## config.mk

```make
export PLATFORM = sky130hd
export DESIGN_NAME = sprite_blitter_flat
export DESIGN_NICKNAME = d
export VERILOG_FILES = /design/src/rtl/vga_pkg.sv /design/src/rtl/sprite_blitter_if.sv /design/src/rtl/blit_delay_line.sv /design/src/rtl/sprite_blitter.sv /design/src/flat_wrapper.sv
export SDC_FILE = /design/constraint.sdc
export NUM_CORES = 1
export LEC_CHECK = 0
export CAP_MARGIN = 20
export CORE_MARGIN = 2
export CORE_UTILIZATION = 43
export CTS_BUF_LIST = sky130_fd_sc_hd__clkbuf_8
export CTS_CLUSTER_SIZE = 14
export DETAILED_ROUTE_END_ITERATION = 7
export HOLD_SLACK_MARGIN = 0.06
export PLACE_DENSITY = 0.68
export SETUP_SLACK_MARGIN = 0.02
export SYNTH_ARGS = -nofsm -noshare
export SYNTH_HDL_FRONTEND = slang
export SYNTH_HIERARCHICAL = 1
export SYNTH_SLANG_ARGS = --single-unit
```

## constraint.sdc

```tcl
create_clock -name clk -period 4.1 [get_ports clk]
set_clock_uncertainty 0.1 [all_clocks]
set_input_delay 0.82 -clock clk [delete_from_list [all_inputs] [get_ports clk]]
set_output_delay 0.82 -clock clk [all_outputs]
set_load 0.02 [all_outputs]
```

## src/rtl/vga_pkg.sv

```systemverilog
// Shared VGA constants, colour type and blitter state encoding.
package vga_pkg;

  localparam int unsigned SCREEN_W = 160;
  localparam int unsigned SCREEN_H = 120;
  localparam int unsigned COLOUR_W = 9;
  localparam int unsigned X_W      = 8;
  localparam int unsigned Y_W      = 7;

  typedef logic [COLOUR_W-1:0] colour_t;

  typedef enum logic [1:0] {
    IDLE,
    FETCH,
    DRAIN,
    DONE
  } blit_state_t;

endpackage

```

## src/rtl/sprite_blitter_if.sv

```systemverilog
// Blitter bus: game-FSM handshake, external ROM port and VGA adapter outputs.
interface sprite_blitter_if #(
  parameter int unsigned ADDR_W   = 12,
  parameter int unsigned COLOUR_W = vga_pkg::COLOUR_W
) ();
  import vga_pkg::*;

  logic                start;
  logic [X_W-1:0]      origin_x;
  logic [Y_W-1:0]      origin_y;
  logic                busy;
  logic                done;
  logic [ADDR_W-1:0]   rom_addr;
  logic [COLOUR_W-1:0] rom_data;
  logic [X_W-1:0]      x;
  logic [Y_W-1:0]      y;
  logic [COLOUR_W-1:0] colour;
  logic                plot;

  modport master (
    output start, origin_x, origin_y, rom_data,
    input  busy, done, rom_addr, x, y, colour, plot
  );

  modport slave (
    input  start, origin_x, origin_y, rom_data,
    output busy, done, rom_addr, x, y, colour, plot
  );

endinterface

```

## src/rtl/blit_delay_line.sv

```systemverilog
// DEPTH-stage register chain aligning pixel coordinates with synchronous ROM latency.
module blit_delay_line #(
  parameter int unsigned DEPTH = 1,
  parameter int unsigned WIDTH = 1
) (
  input  logic             clk,
  input  logic             rst_n,
  input  logic [WIDTH-1:0] din,
  output logic [WIDTH-1:0] dout
);

  logic [WIDTH-1:0] stage_q [DEPTH];
  logic [WIDTH-1:0] stage_d [DEPTH];

  always_comb begin
    stage_d[0] = din;
    for (int i = 1; i < int'(DEPTH); i++) begin
      stage_d[i] = stage_q[i-1];
    end
  end

  always_ff @(posedge clk or negedge rst_n) begin
    if (!rst_n) begin
      for (int i = 0; i < int'(DEPTH); i++) begin
        stage_q[i] <= '0;
      end
    end else begin
      stage_q <= stage_d;
    end
  end

  assign dout = stage_q[DEPTH-1];

endmodule

```

## src/rtl/sprite_blitter.sv

```systemverilog
// Streams an SPR_W x SPR_H ROM image to the VGA adapter at a runtime origin, with screen clipping.
// Optional colour-key transparency: define SPRITE_BLITTER_TRANSPARENCY_EN.
module sprite_blitter #(
  parameter int unsigned SPR_W    = 80,
  parameter int unsigned SPR_H    = 40,
  parameter int unsigned ADDR_W   = 12,
  parameter int unsigned COLOUR_W = vga_pkg::COLOUR_W,
  parameter int unsigned SCREEN_W = vga_pkg::SCREEN_W,
  parameter int unsigned SCREEN_H = vga_pkg::SCREEN_H,
  parameter int unsigned ROM_LAT  = 1,
  parameter logic [COLOUR_W-1:0] KEY_COLOUR = '0
) (
  input  logic           clk,
  input  logic           resetn,
  sprite_blitter_if.slave bus
);
  import vga_pkg::*;

  localparam int unsigned COL_W = (SPR_W > 1) ? $clog2(SPR_W) : 1;
  localparam int unsigned ROW_W = (SPR_H > 1) ? $clog2(SPR_H) : 1;
  localparam int unsigned DL_W  = 1 + COL_W + ROW_W;
  localparam int unsigned DRN_W = $clog2(ROM_LAT + 2);

  blit_state_t         state_q, state_d;
  logic [X_W-1:0]      ox_q, ox_d;
  logic [Y_W-1:0]      oy_q, oy_d;
  logic [COL_W-1:0]    col_q, col_d;
  logic [ROW_W-1:0]    row_q, row_d;
  logic [ADDR_W-1:0]   addr_q, addr_d;
  logic [DRN_W-1:0]    drain_q, drain_d;
  logic                busy_q, busy_d;
  logic                done_q, done_d;
  logic [X_W-1:0]      x_q, x_d;
  logic [Y_W-1:0]      y_q, y_d;
  logic [COLOUR_W-1:0] colour_q, colour_d;
  logic                plot_q, plot_d;

  logic                push_valid_c;
  logic [DL_W-1:0]     dl_out_c;
  logic                dl_valid_c;
  logic [COL_W-1:0]    dl_col_c;
  logic [ROW_W-1:0]    dl_row_c;
  logic [X_W:0]        sum_x_c;
  logic [Y_W:0]        sum_y_c;

  always_ff @(posedge clk or negedge resetn) begin
    if (!resetn) begin
      state_q  <= IDLE;
      ox_q     <= '0;
      oy_q     <= '0;
      col_q    <= '0;
      row_q    <= '0;
      addr_q   <= '0;
      drain_q  <= '0;
      busy_q   <= 1'b0;
      done_q   <= 1'b0;
      x_q      <= '0;
      y_q      <= '0;
      colour_q <= '0;
      plot_q   <= 1'b0;
    end else begin
      state_q  <= state_d;
      ox_q     <= ox_d;
      oy_q     <= oy_d;
      col_q    <= col_d;
      row_q    <= row_d;
      addr_q   <= addr_d;
      drain_q  <= drain_d;
      busy_q   <= busy_d;
      done_q   <= done_d;
      x_q      <= x_d;
      y_q      <= y_d;
      colour_q <= colour_d;
      plot_q   <= plot_d;
    end
  end

  // Sequencer: raster-walks the image, then flushes the ROM/delay pipeline.
  always_comb begin
    state_d      = state_q;
    ox_d         = ox_q;
    oy_d         = oy_q;
    col_d        = col_q;
    row_d        = row_q;
    addr_d       = addr_q;
    drain_d      = drain_q;
    push_valid_c = 1'b0;
    case (state_q)
      IDLE: begin
        if (bus.start) begin
          ox_d    = bus.origin_x;
          oy_d    = bus.origin_y;
          col_d   = '0;
          row_d   = '0;
          addr_d  = '0;
          state_d = FETCH;
        end
      end
      FETCH: begin
        push_valid_c = 1'b1;
        addr_d       = addr_q + ADDR_W'(1);
        if (col_q == COL_W'(SPR_W - 1)) begin
          col_d = '0;
          row_d = row_q + ROW_W'(1);
          if (row_q == ROW_W'(SPR_H - 1)) begin
            // Hold counters on the last pixel so addr never passes the image end.
            col_d   = col_q;
            row_d   = row_q;
            addr_d  = addr_q;
            drain_d = '0;
            state_d = DRAIN;
          end
        end else begin
          col_d = col_q + COL_W'(1);
        end
      end
      DRAIN: begin
        if (drain_q == DRN_W'(ROM_LAT)) begin
          state_d = DONE;
        end else begin
          drain_d = drain_q + DRN_W'(1);
        end
      end
      DONE: begin
        state_d = IDLE;
      end
      default: begin
        state_d = IDLE;
      end
    endcase
    busy_d = (state_d == FETCH) || (state_d == DRAIN) || (state_d == DONE);
    done_d = (state_q == DONE);
  end

  blit_delay_line #(
    .DEPTH (ROM_LAT),
    .WIDTH (DL_W)
  ) u_delay (
    .clk   (clk),
    .rst_n (resetn),
    .din   ({push_valid_c, col_q, row_q}),
    .dout  (dl_out_c)
  );

  assign dl_valid_c = dl_out_c[DL_W-1];
  assign dl_col_c   = dl_out_c[ROW_W +: COL_W];
  assign dl_row_c   = dl_out_c[0 +: ROW_W];

  // Output stage: pair delayed coordinate with ROM data, clip to the visible screen.
  always_comb begin
    sum_x_c  = (X_W+1)'(ox_q) + (X_W+1)'(dl_col_c);
    sum_y_c  = (Y_W+1)'(oy_q) + (Y_W+1)'(dl_row_c);
    plot_d   = dl_valid_c
             && (sum_x_c < (X_W+1)'(SCREEN_W))
             && (sum_y_c < (Y_W+1)'(SCREEN_H));
`ifdef SPRITE_BLITTER_TRANSPARENCY_EN
    if (bus.rom_data == KEY_COLOUR) begin
      plot_d = 1'b0;
    end
`endif
    x_d      = x_q;
    y_d      = y_q;
    colour_d = colour_q;
    if (plot_d) begin
      x_d      = sum_x_c[X_W-1:0];
      y_d      = sum_y_c[Y_W-1:0];
      colour_d = bus.rom_data;
    end
  end

`ifndef SPRITE_BLITTER_TRANSPARENCY_EN
  logic unused_key_c;
  assign unused_key_c = ^KEY_COLOUR;
`endif

  assign bus.rom_addr = addr_q;
  assign bus.busy     = busy_q;
  assign bus.done     = done_q;
  assign bus.x        = x_q;
  assign bus.y        = y_q;
  assign bus.colour   = colour_q;
  assign bus.plot     = plot_q;

endmodule

```

## src/flat_wrapper.sv

```systemverilog
// flat-port wrapper written by rule: the top's interface ports become plain ports
module sprite_blitter_flat import vga_pkg::*;
#(
  parameter int unsigned SPR_W    = 80,
  parameter int unsigned SPR_H    = 40,
  parameter int unsigned ADDR_W   = 12,
  parameter int unsigned COLOUR_W = vga_pkg::COLOUR_W,
  parameter int unsigned SCREEN_W = vga_pkg::SCREEN_W,
  parameter int unsigned SCREEN_H = vga_pkg::SCREEN_H,
  parameter int unsigned ROM_LAT  = 1,
  parameter logic [COLOUR_W-1:0] KEY_COLOUR = '0
)
  (clk, resetn, bus_start, bus_origin_x, bus_origin_y, bus_rom_data, bus_busy, bus_done, bus_rom_addr, bus_x, bus_y, bus_colour, bus_plot);
  sprite_blitter_if #(.ADDR_W(ADDR_W), .COLOUR_W(COLOUR_W)) bus_i ();
  input  logic clk;
  input  logic resetn;
  input wire logic [$bits(bus_i.start)-1:0] bus_start;
  input wire logic [$bits(bus_i.origin_x)-1:0] bus_origin_x;
  input wire logic [$bits(bus_i.origin_y)-1:0] bus_origin_y;
  input wire logic [$bits(bus_i.rom_data)-1:0] bus_rom_data;
  output wire logic [$bits(bus_i.busy)-1:0] bus_busy;
  output wire logic [$bits(bus_i.done)-1:0] bus_done;
  output wire logic [$bits(bus_i.rom_addr)-1:0] bus_rom_addr;
  output wire logic [$bits(bus_i.x)-1:0] bus_x;
  output wire logic [$bits(bus_i.y)-1:0] bus_y;
  output wire logic [$bits(bus_i.colour)-1:0] bus_colour;
  output wire logic [$bits(bus_i.plot)-1:0] bus_plot;
  assign bus_i.start = bus_start;
  assign bus_i.origin_x = bus_origin_x;
  assign bus_i.origin_y = bus_origin_y;
  assign bus_i.rom_data = bus_rom_data;
  assign bus_busy = bus_i.busy;
  assign bus_done = bus_i.done;
  assign bus_rom_addr = bus_i.rom_addr;
  assign bus_x = bus_i.x;
  assign bus_y = bus_i.y;
  assign bus_colour = bus_i.colour;
  assign bus_plot = bus_i.plot;
  sprite_blitter #(.SPR_W(SPR_W), .SPR_H(SPR_H), .ADDR_W(ADDR_W), .COLOUR_W(COLOUR_W), .SCREEN_W(SCREEN_W), .SCREEN_H(SCREEN_H), .ROM_LAT(ROM_LAT), .KEY_COLOUR(KEY_COLOUR)) u_core (.clk(clk), .resetn(resetn), .bus(bus_i));
endmodule
```

==> results of run 1 <==
through the flow:
step                hold slack, ps  util (%)  std cells
floorplan                      252         -        324
global placement               304      53.5        492
detailed placement             318      53.5        492
CTS                            343      56.0        508
global route                   272      56.3        509
finish                         269      56.3        509
cell usage in the layout, fill, tap and decap left out, drive strengths merged, types with 12 or more instances in the layout:
cell           count
inv               13
clkbuf            12
o21ai             12
nor2              24
a21oi             13
ha                17
clkdlybuf4s50     64
dfrtp             85
mux2              34
nand2             25
xnor2             15
power by group through the flow:
stage | Clock, mW | Sequential [mW] | Combinational, mW
detailed placement | 0 | 1.20 | 1.07
finish | 0.630 | 1.19 | 1.07
CTS | 0.660 | 1.19 | 1.08
global placement | 0 | 1.20 | 1.06
global route | 0.690 | 1.21 | 1.14
floorplan | 0 | 1.34 | 0.522
synthesized netlist by cell type, drive strengths merged:
library cell	n	share of area [%]
xnor2	15	3.3
a21oi	13	1.6
inv	13	1.2
a211oi	2	0.38
nor4	1	0.16
nor2b	2	0.32
or2	1	0.16
or3	1	0.16
a2bb2oi	1	0.22
o21a	1	0.19
and2	3	0.48
a21o	4	0.76
xor2	11	2.4
nor3	1	0.13
ha	17	5.4
o2111a	2	0.57
o21bai	1	0.29
nor2	24	2.3
fa	2	1.0
o21ai	12	1.5
nor4b	6	1.3
clkbuf	5	0.48
o31ai	4	0.76
nand2	25	2.4
nand3b	1	0.19
a32oi	1	0.22
buf	3	0.70
a22o	2	0.44
nand4	7	1.1
nor4bb	1	0.25
and3	4	0.63
mux2	34	11
mux2i	3	0.76
nand3	5	0.63
nand2b	4	0.63
a22oi	1	0.19
dfrtp	85	54
nor3b	3	0.57
o211ai	3	0.92
logic make-up after synthesis:
logic type | after synthesis | synth area share (%)
AND/OR/NAND/NOR | 89 | 11.4
flip-flops | 85 | 53.9
AO/OA/AOI/OAI | 47 | 8.12
multiplexers | 37 | 12.0
XOR/XNOR | 26 | 5.77
buffers and inverters | 21 | 2.41
adder cells (fa/ha/maj) | 19 | 6.40
flip-flops by register name, indices dropped and copies added, names as in the netlist:
name and count:
u_core/u_delay/dout 14, u_core/bus.rom_addr 12, u_core/bus.colour 9, u_core/bus.x 8, u_core/ox_q 8, u_core/bus.y 7, u_core/col_q 7, u_core/oy_q 7
u_core/row_q 6, u_core/drain_q 2, u_core/state_q 2, u_core/bus.busy 1, u_core/bus.done 1, u_core/bus.plot 1
worst max-delay path: stages (launching register included):
cell	delay [ps]
dfrtp_1	360
ha_1	190
inv_1	70
fa_1	410
nor2b_1	190
o2111a_1	230
or3_1	130
a21oi_1	130
o211ai_4	390
buf_4	360
mux2_2	370
final cells by class:
class	count	share of cell area [%]
flip-flops and latches	85	42.9
multi-input cells	218	34.9
repair buffers	69	14.1
clock buffers	12	3.33
well taps	108	2.73
clock inverters	4	1.11
inverters	13	0.984
worst min path at each step:
stage                          from                 endpoint  slack, ps  depth (start not counted)
finish                       resetn          u_core/bus.plot        270                          1
global route                 resetn          u_core/bus.x[2]        270                          1
CTS                 u_core/col_q[6]  u_core/u_delay/dout[12]        340                          0
detailed placement  u_core/col_q[6]  u_core/u_delay/dout[12]        320                          0
global placement    u_core/col_q[6]  u_core/u_delay/dout[12]        300                          0
floorplan           u_core/row_q[2]   u_core/u_delay/dout[2]        250                          0
routing by layer:
metal / track usage [%] / part of all wire, %
met2: 25.7 / 47
met5: 0 / 0
met1: 21.2 / 47
met4: 6.64 / 1.2
met3: 3.83 / 4.4
==> metrics.cfg, run 1 <==
[sta]
worstMarginPinSlew_ps=461
maxSlewViolCount=0
relSlewSlack_pct=68.8
finalCritPeriodShare_pct=75.1
setup_tns_ps=0
fin_crit_ps=3080
rsz0062_at_grt=false
worst_slack_ps=1020
fmax_mhz=325
finalHoldViolations=0
setup_viol=0

[floorplanning]
die_w_um=99.8
die_y_um=99.8
die-area_um2=9960
io_pins=66
initial_utilization_pct=44.8
rows=34
coreArea_um2=8810

[global_route]
grt_max_degree=86
grtUsageTotal_pct=16.1
grt_pass1_vias=2674
grt.overflow.total=0
antenna_found_initial=0
grt_pass1_wl_um=12600

[setup_path]
reg2reg_from=u_core/ox_q[0]
rrSetupSlack_ps=1020
arrival_ps=3210
worst-path-max-fanout=17
worstPathRequired_ps=4240
start_kind=flop
worstSetupStartpoint=u_core/ox_q[0]
endpoint=u_core/bus.colour[1]
worst-setup-path-type=reg2reg
rr_worst_depth=10
reg2reg_to=u_core/bus.colour[1]
setup.worst_path.end_class=flop

[clock_tree]
worstSkewPairLatency_ps=360
clock-sinks=85
cts.path.max_buffers=2
hold_buffers=0
cts_made_buffers=9
cts.reportedPaths.clkPinSlew_ps=80
cts_setup_buffers=0
cts_resized=0
cts_tree=done
htree_levels=3
root_buffer=clkbuf_8

[power_and_ir_drop]
p_leak_nw=2.22
clockPowerShare_pct=21.9
cellPowerDensity_nw_per_um2=582
p_sw_share_pct=32.2
netSwitchingPower_mw=0.929
power_frac_seq_pct=41.1
p_int_mw=1.96
ir_drop_mv=0.224
p_comb_share_pct=37.1
power_mw=2.88

[placed_design]
place_congestion=0.763
post-place-ws_ps=1040
dpl.hpwl_um=5260
placed_area_um2=4710
port_buffers=65

[route]
drt-total-wl_um=7410
drtIter0Drc=82
num_vias=2608
ant_nets=0
drt-pass1-iter-count=4
viasPerCell=5.12
wl_per_cell_um=14.6
remaining_drc_errors=0

[synth]
synth_warnings=6
post_synth_instance_area_um2=3950
ys_seq_area_share_pct=53.9
synth_nets=370
syn_avg_cell_area_um2=12.2
synth_seq_cells=85
synth_cell_types=42
synth_cells=324

[layout]
area_growth_pct=25.7
fillers=763
final_area_um2=4960
multi_input_area_um2=1730
drive_above_1_share_pct=14.7
final_nets=442
diodes=0
regArea_um2=2130

[job]
maxCapViolCount=0

[hold_path]
hold_class=in2async

[run_status]
status=complete, no violations

No activity file was read; power rests on OpenSTA's default activity.
==> run 2: changes to the inputs <==
==> constraint.sdc (replaced) <==
create_clock -name clk -period 3.14 [get_ports clk]
set_clock_uncertainty 0.1 [all_clocks]
set_input_delay 0.628 -clock clk [delete_from_list [all_inputs] [get_ports clk]]
set_output_delay 0.628 -clock clk [all_outputs]
set_load 0.02 [all_outputs]
==> run 2 against run 1 <==
Sequential power is 30% higher; clock power rose by 30%; hold slack got worse by 75 ps; register-to-register slack worse by 800 ps; largest cell class unchanged; highest routed layer unchanged.
==> metrics.cfg, run 2 (same netlist as run 1, synthesis figures left out) <==
[placed_design]
dpl.hpwl_um=5170
place_congestion=0.750
placed_area_um2=4730
port_buffers=65

[floorplanning]
die-area_um2=9960
die_y_um=99.8
initial_utilization_pct=44.8
io_pins=66
rows=34
die_w_um=99.8
coreArea_um2=8810

[sta]
finalCritPeriodShare_pct=92.9
setup_viol=0
rsz0062_at_grt=false
maxSlewViolCount=0
relSlewSlack_pct=58.8
finalHoldViolations=0
fin_crit_ps=2920
setup_tns_ps=0
worstMarginPinSlew_ps=615
fmax_mhz=343

[route]
wl_per_cell_um=14.8
drt-pass1-iter-count=4
viasPerCell=5.25
drt-total-wl_um=7550
num_vias=2680
remaining_drc_errors=0
ant_nets=0
drtIter0Drc=70

[clock_tree]
cts_made_buffers=9
root_buffer=clkbuf_8
htree_levels=3
cts_tree=done
cts.path.max_buffers=2
cts_setup_buffers=0
cts.reportedPaths.clkPinSlew_ps=80
clock-sinks=85
worstSkewPairLatency_ps=350

[job]
maxCapViolCount=0

[power_and_ir_drop]
p_leak_nw=2.22
cellPowerDensity_nw_per_um2=764
ir_drop_mv=0.331

[layout]
final_cell_mix=85 x dfrtp_1, 64 x clkdlybuf4s50_1, 25 x nand2_1
final_area_um2=4960
diodes=0
drive_above_1_share_pct=14.4
area_growth_pct=25.8
layout_commonest_cell=dfrtp_1
largest_reg_flops=14
final_nets=443

[global_route]
grt_pass1_wl_um=12700
grt_pass1_vias=2737
grt.overflow.total=0
antenna_found_initial=0
grt_max_degree=86
grtUsageTotal_pct=16.1

[setup_path]
crit_slowest_cell=mux2_2
worst-setup-path-type=reg2reg
max_stage_delay_ps=410
rr_worst_depth=9
reg2reg_from=u_core/oy_q[0]
start_kind=flop
path_cells=ha_1 -> inv_1 -> fa_1 -> nand2b_1 -> a21oi_2 -> xor2_1 -> nand4_1 -> o211ai_4 -> mux2_2
worst-path-max-fanout=13
worstSetupStartpoint=u_core/oy_q[0]
arrival_ps=3060
worstPathRequired_ps=3280
setup.worst_path.end_class=flop

[run_status]
status=complete, no violations

[hold_path]
hold_class=in2async

## run 2: cell types whose count changed in the layout (fill, tap and decap cells not counted), sizes merged
cell / delta
clkbuf: -3
bufinv: +1
clkinv: -1
o211ai: +1
inv: +3
## run 2: repair_timing
| action | CTS | global route |
|---|---|---|
| pin swaps | 1 | 3 |
| endpoints found under the setup margin | 5 | 9 |
| resized for setup | 0 | 2 |
| cloned | 1 | 0 |
| hold buffers | 0 | 0 |
## run 2: final cells by class
| type | count | area, µm² |
|---|---|---|
| clock buffers | 9 | 124 |
| clock inverters | 7 | 83.8 |
| fillers | 742 | 3840 |
| inverters | 13 | 48.8 |
| multi-input cells | 219 | 1750 |
| flip-flops and latches | 85 | 2130 |
| well taps | 108 | 135 |
| repair buffers | 69 | 691 |
## run 2: critical path: cells and delay by family (launching register included)
family,cells,cell delay (ps)
compound gates,2,570
fa+ha+maj,2,560
simple gates,2,500
mux,1,410
flops,1,360
xor+xnor,1,250
buf+inv,1,50
## run 2: stage by stage
step	utilization [%]	cells	power [mW]	setup slack [ps]	hold WS, ps
floorplan	-	324	2.44	641	232
global placement	53.7	493	2.93	126	301
detailed placement	53.7	493	2.98	3.53	312
finish	56.4	510	3.79	224	194
global route	56.4	510	4.00	46.8	202
CTS	56.2	510	3.83	88.2	206
## run 2: power breakdown
| group | internal [mW] | switching (mW) |
|---|---|---|
| clock network | 0.438 | 0.382 |
| logic | 0.762 | 0.659 |
| registers | 1.36 | 0.192 |
| total | 2.56 | 1.23 |
## run 2: path summary, 6_finish.rpt
check,end,slack (ps)
worst max-delay path,u_core/bus.colour[0],220
worst min-delay path,u_core/bus.plot,190
min in group clk,u_core/u_delay/dout[5],330
worst min register to register,u_core/u_delay/dout[5],330
max in group asynchronous,u_core/row_q[1],2400
worst max register to register,u_core/bus.colour[0],220
## run 2: routing by layer
metal,track usage [%],vias to the layer above,share of wire (%)
met3,3.13,14,4.7
li1,-,1286,-
met2,26.3,78,46
met1,21.1,1302,47
met5,0,-,0
met4,7.06,0,1.9
==> run 3: changes to the inputs <==
--- a/config.mk
+++ b/config.mk
@@ -13,6 +13,7 @@
 export DETAILED_ROUTE_END_ITERATION = 7
 export HOLD_SLACK_MARGIN = 0.06
 export PLACE_DENSITY = 0.68
+export RECOVER_POWER = 100
 export SETUP_SLACK_MARGIN = 0.02
 export SYNTH_ARGS = -nofsm -noshare
 export SYNTH_HDL_FRONTEND = slang
==> run 3 against run 2 <==
The flow now finishes with violations (capacitance limit, slew limit); die area stayed put; total power decreased by 5.8%; final cell count unchanged; hold slack improved by 140 ps; first-iteration DRC count up 7.1%; flip-flop and latch count is the same; count of clock-buffer cells in the layout did not move; non-clock buffer count unchanged; wire length fell by 0.40%; combinational power shrank 14%; largest cell class unchanged; highest routed layer unchanged.
==> metrics.cfg, run 3 (same netlist as run 1, synthesis figures left out) <==
[setup_path]
crit_family=compound AO/OA/AOI/OAI gates
reg2reg_to=u_core/bus.y[2]
worst-path-max-fanout=13
max_stage_delay_ps=420
arrival_ps=3010
crit_cells=9
start_kind=flop
reg2reg_from=u_core/ox_q[0]
critical_path_buf_inv_count=1
worst-setup-path-type=reg2reg
rrSetupSlack_ps=260
crit_slowest_cell=a21oi_1
worstSetupStartpoint=u_core/ox_q[0]
path_cells=ha_1 -> inv_1 -> fa_1 -> nor2b_1 -> o2111a_1 -> or3_1 -> a21oi_1 -> o211ai_4 -> mux2_1
rr_worst_depth=9
endpoint=u_core/bus.y[2]
worstPathRequired_ps=3280
setup.worst_path.end_class=flop

[floorplanning]
rows=34
initial_utilization_pct=44.8
coreArea_um2=8810
die_w_um=99.8
die-area_um2=9960
die_y_um=99.8
io_pins=66

[clock_tree]
clock-sinks=85
root_buffer=clkbuf_8
cts_setup_buffers=0
cts_made_buffers=9
cts.path.max_buffers=2
worstSkewPairLatency_ps=350
cts_tree=done
cts.reportedPaths.clkPinSlew_ps=80
htree_levels=3

[sta]
worstMarginPinSlew_ps=2040
maxSlewViolCount=86
fmax_mhz=348
rsz0062_at_grt=false
setup_tns_ps=0
fin_crit_ps=2880
finalCritPeriodShare_pct=91.6
setup_viol=0
relSlewSlack_pct=-35.8
finalHoldViolations=0

[placed_design]
port_buffers=65
dpl.hpwl_um=5170
place_congestion=0.750

[route]
drtIter0Drc=75
remaining_drc_errors=0
ant_nets=0
wl_per_cell_um=14.7
drt-pass1-iter-count=4
drt-total-wl_um=7520
num_vias=2663
viasPerCell=5.22

[power_and_ir_drop]
cellPowerDensity_nw_per_um2=733
power_mw=3.57
p_leak_nw=2.18
ir_drop_mv=0.315

[job]
maxCapViolCount=1

[layout]
area_growth_pct=23.5
drive_above_1_share_pct=9.45
final_nets=443
diodes=0
largest_reg_flops=14
layout_commonest_cell=dfrtp_1
final_cell_mix=85 x dfrtp_1, 39 x dlygate4sd3_1, 25 x clkdlybuf4s50_1, 25 x nand2_1, 24 x nor2_1

[global_route]
antenna_found_initial=0
grt_pass1_vias=2737
grt.overflow.total=0
grt_max_degree=86
grt_pass1_wl_um=12700
grtUsageTotal_pct=16.1

[run_status]
status=complete, but fails checks
failed_checks=capacitance limit, slew limit

[hold_path]
hold_class=reg2reg

## run 3: worst register-to-register path: stages, from the launching register on
cell and delay, ps:
dfrtp_1 390, ha_1 230, inv_1 80, fa_1 220
nor2b_1 70, o2111a_1 260, or3_1 330, a21oi_1 420
o211ai_4 270, mux2_1 390
## run 3: layout make-up
type / instances / area, µm²
Fill cell: 763 / 3930
Sequential cell: 85 / 2130
Multi-Input combinational cell: 219 / 1690
Timing Repair Buffer: 69 / 664
Tap cell: 108 / 135
Clock buffer: 9 / 124
Clock inverter: 7 / 83.8
Inverter: 13 / 48.8
## run 3: routing by layer
metal	GRT usage (%)	vias up	wire length (µm)
li1	-	1287	-
met1	21.1	1283	3560
met2	26.3	78	3460
met3	3.13	15	360
met4	7.06	0	134
met5	0	-	0
## run 3: how the worst min path moves through the flow
stage	endpoint	cells after the start	start	slack [ps]
3_3_place_gp	u_core/u_delay/dout[12]	0	u_core/col_q[6]	300
5_1_grt	u_core/u_delay/dout[5]	0	u_core/row_q[5]	350
2_1_floorplan	u_core/bus.busy	0	resetn	230
4_1_cts	u_core/bus.plot	2	resetn	210
6_report	u_core/u_delay/dout[5]	0	u_core/row_q[5]	330
3_5_place_dp	u_core/u_delay/dout[5]	0	u_core/row_q[5]	310
## run 3: power by group
part	internal (mW)	switching, mW	total, mW
Sequential	1.36	0.180	1.54
Combinational	0.578	0.639	1.22
Clock	0.438	0.379	0.817
## run 3: timing repair
action	4_1_cts	5_1_grt
cloned	1	0
pin swaps	1	3
hold buffers	0	0
setup endpoints to repair	5	9
gates resized for setup	0	2
## run 3: stage by stage
stage	util [%]	cell area (µm²)	std cells	setup WS [ps]	hold slack, ps
after floorplan	-	3950	324	641	232
final	55.3	4870	510	265	332
after global routing	55.3	4870	510	84.4	345
after CTS	56.2	4950	510	88.2	206
after detailed placement	53.7	4730	493	3.53	312
after global placement	53.7	4730	493	126	301
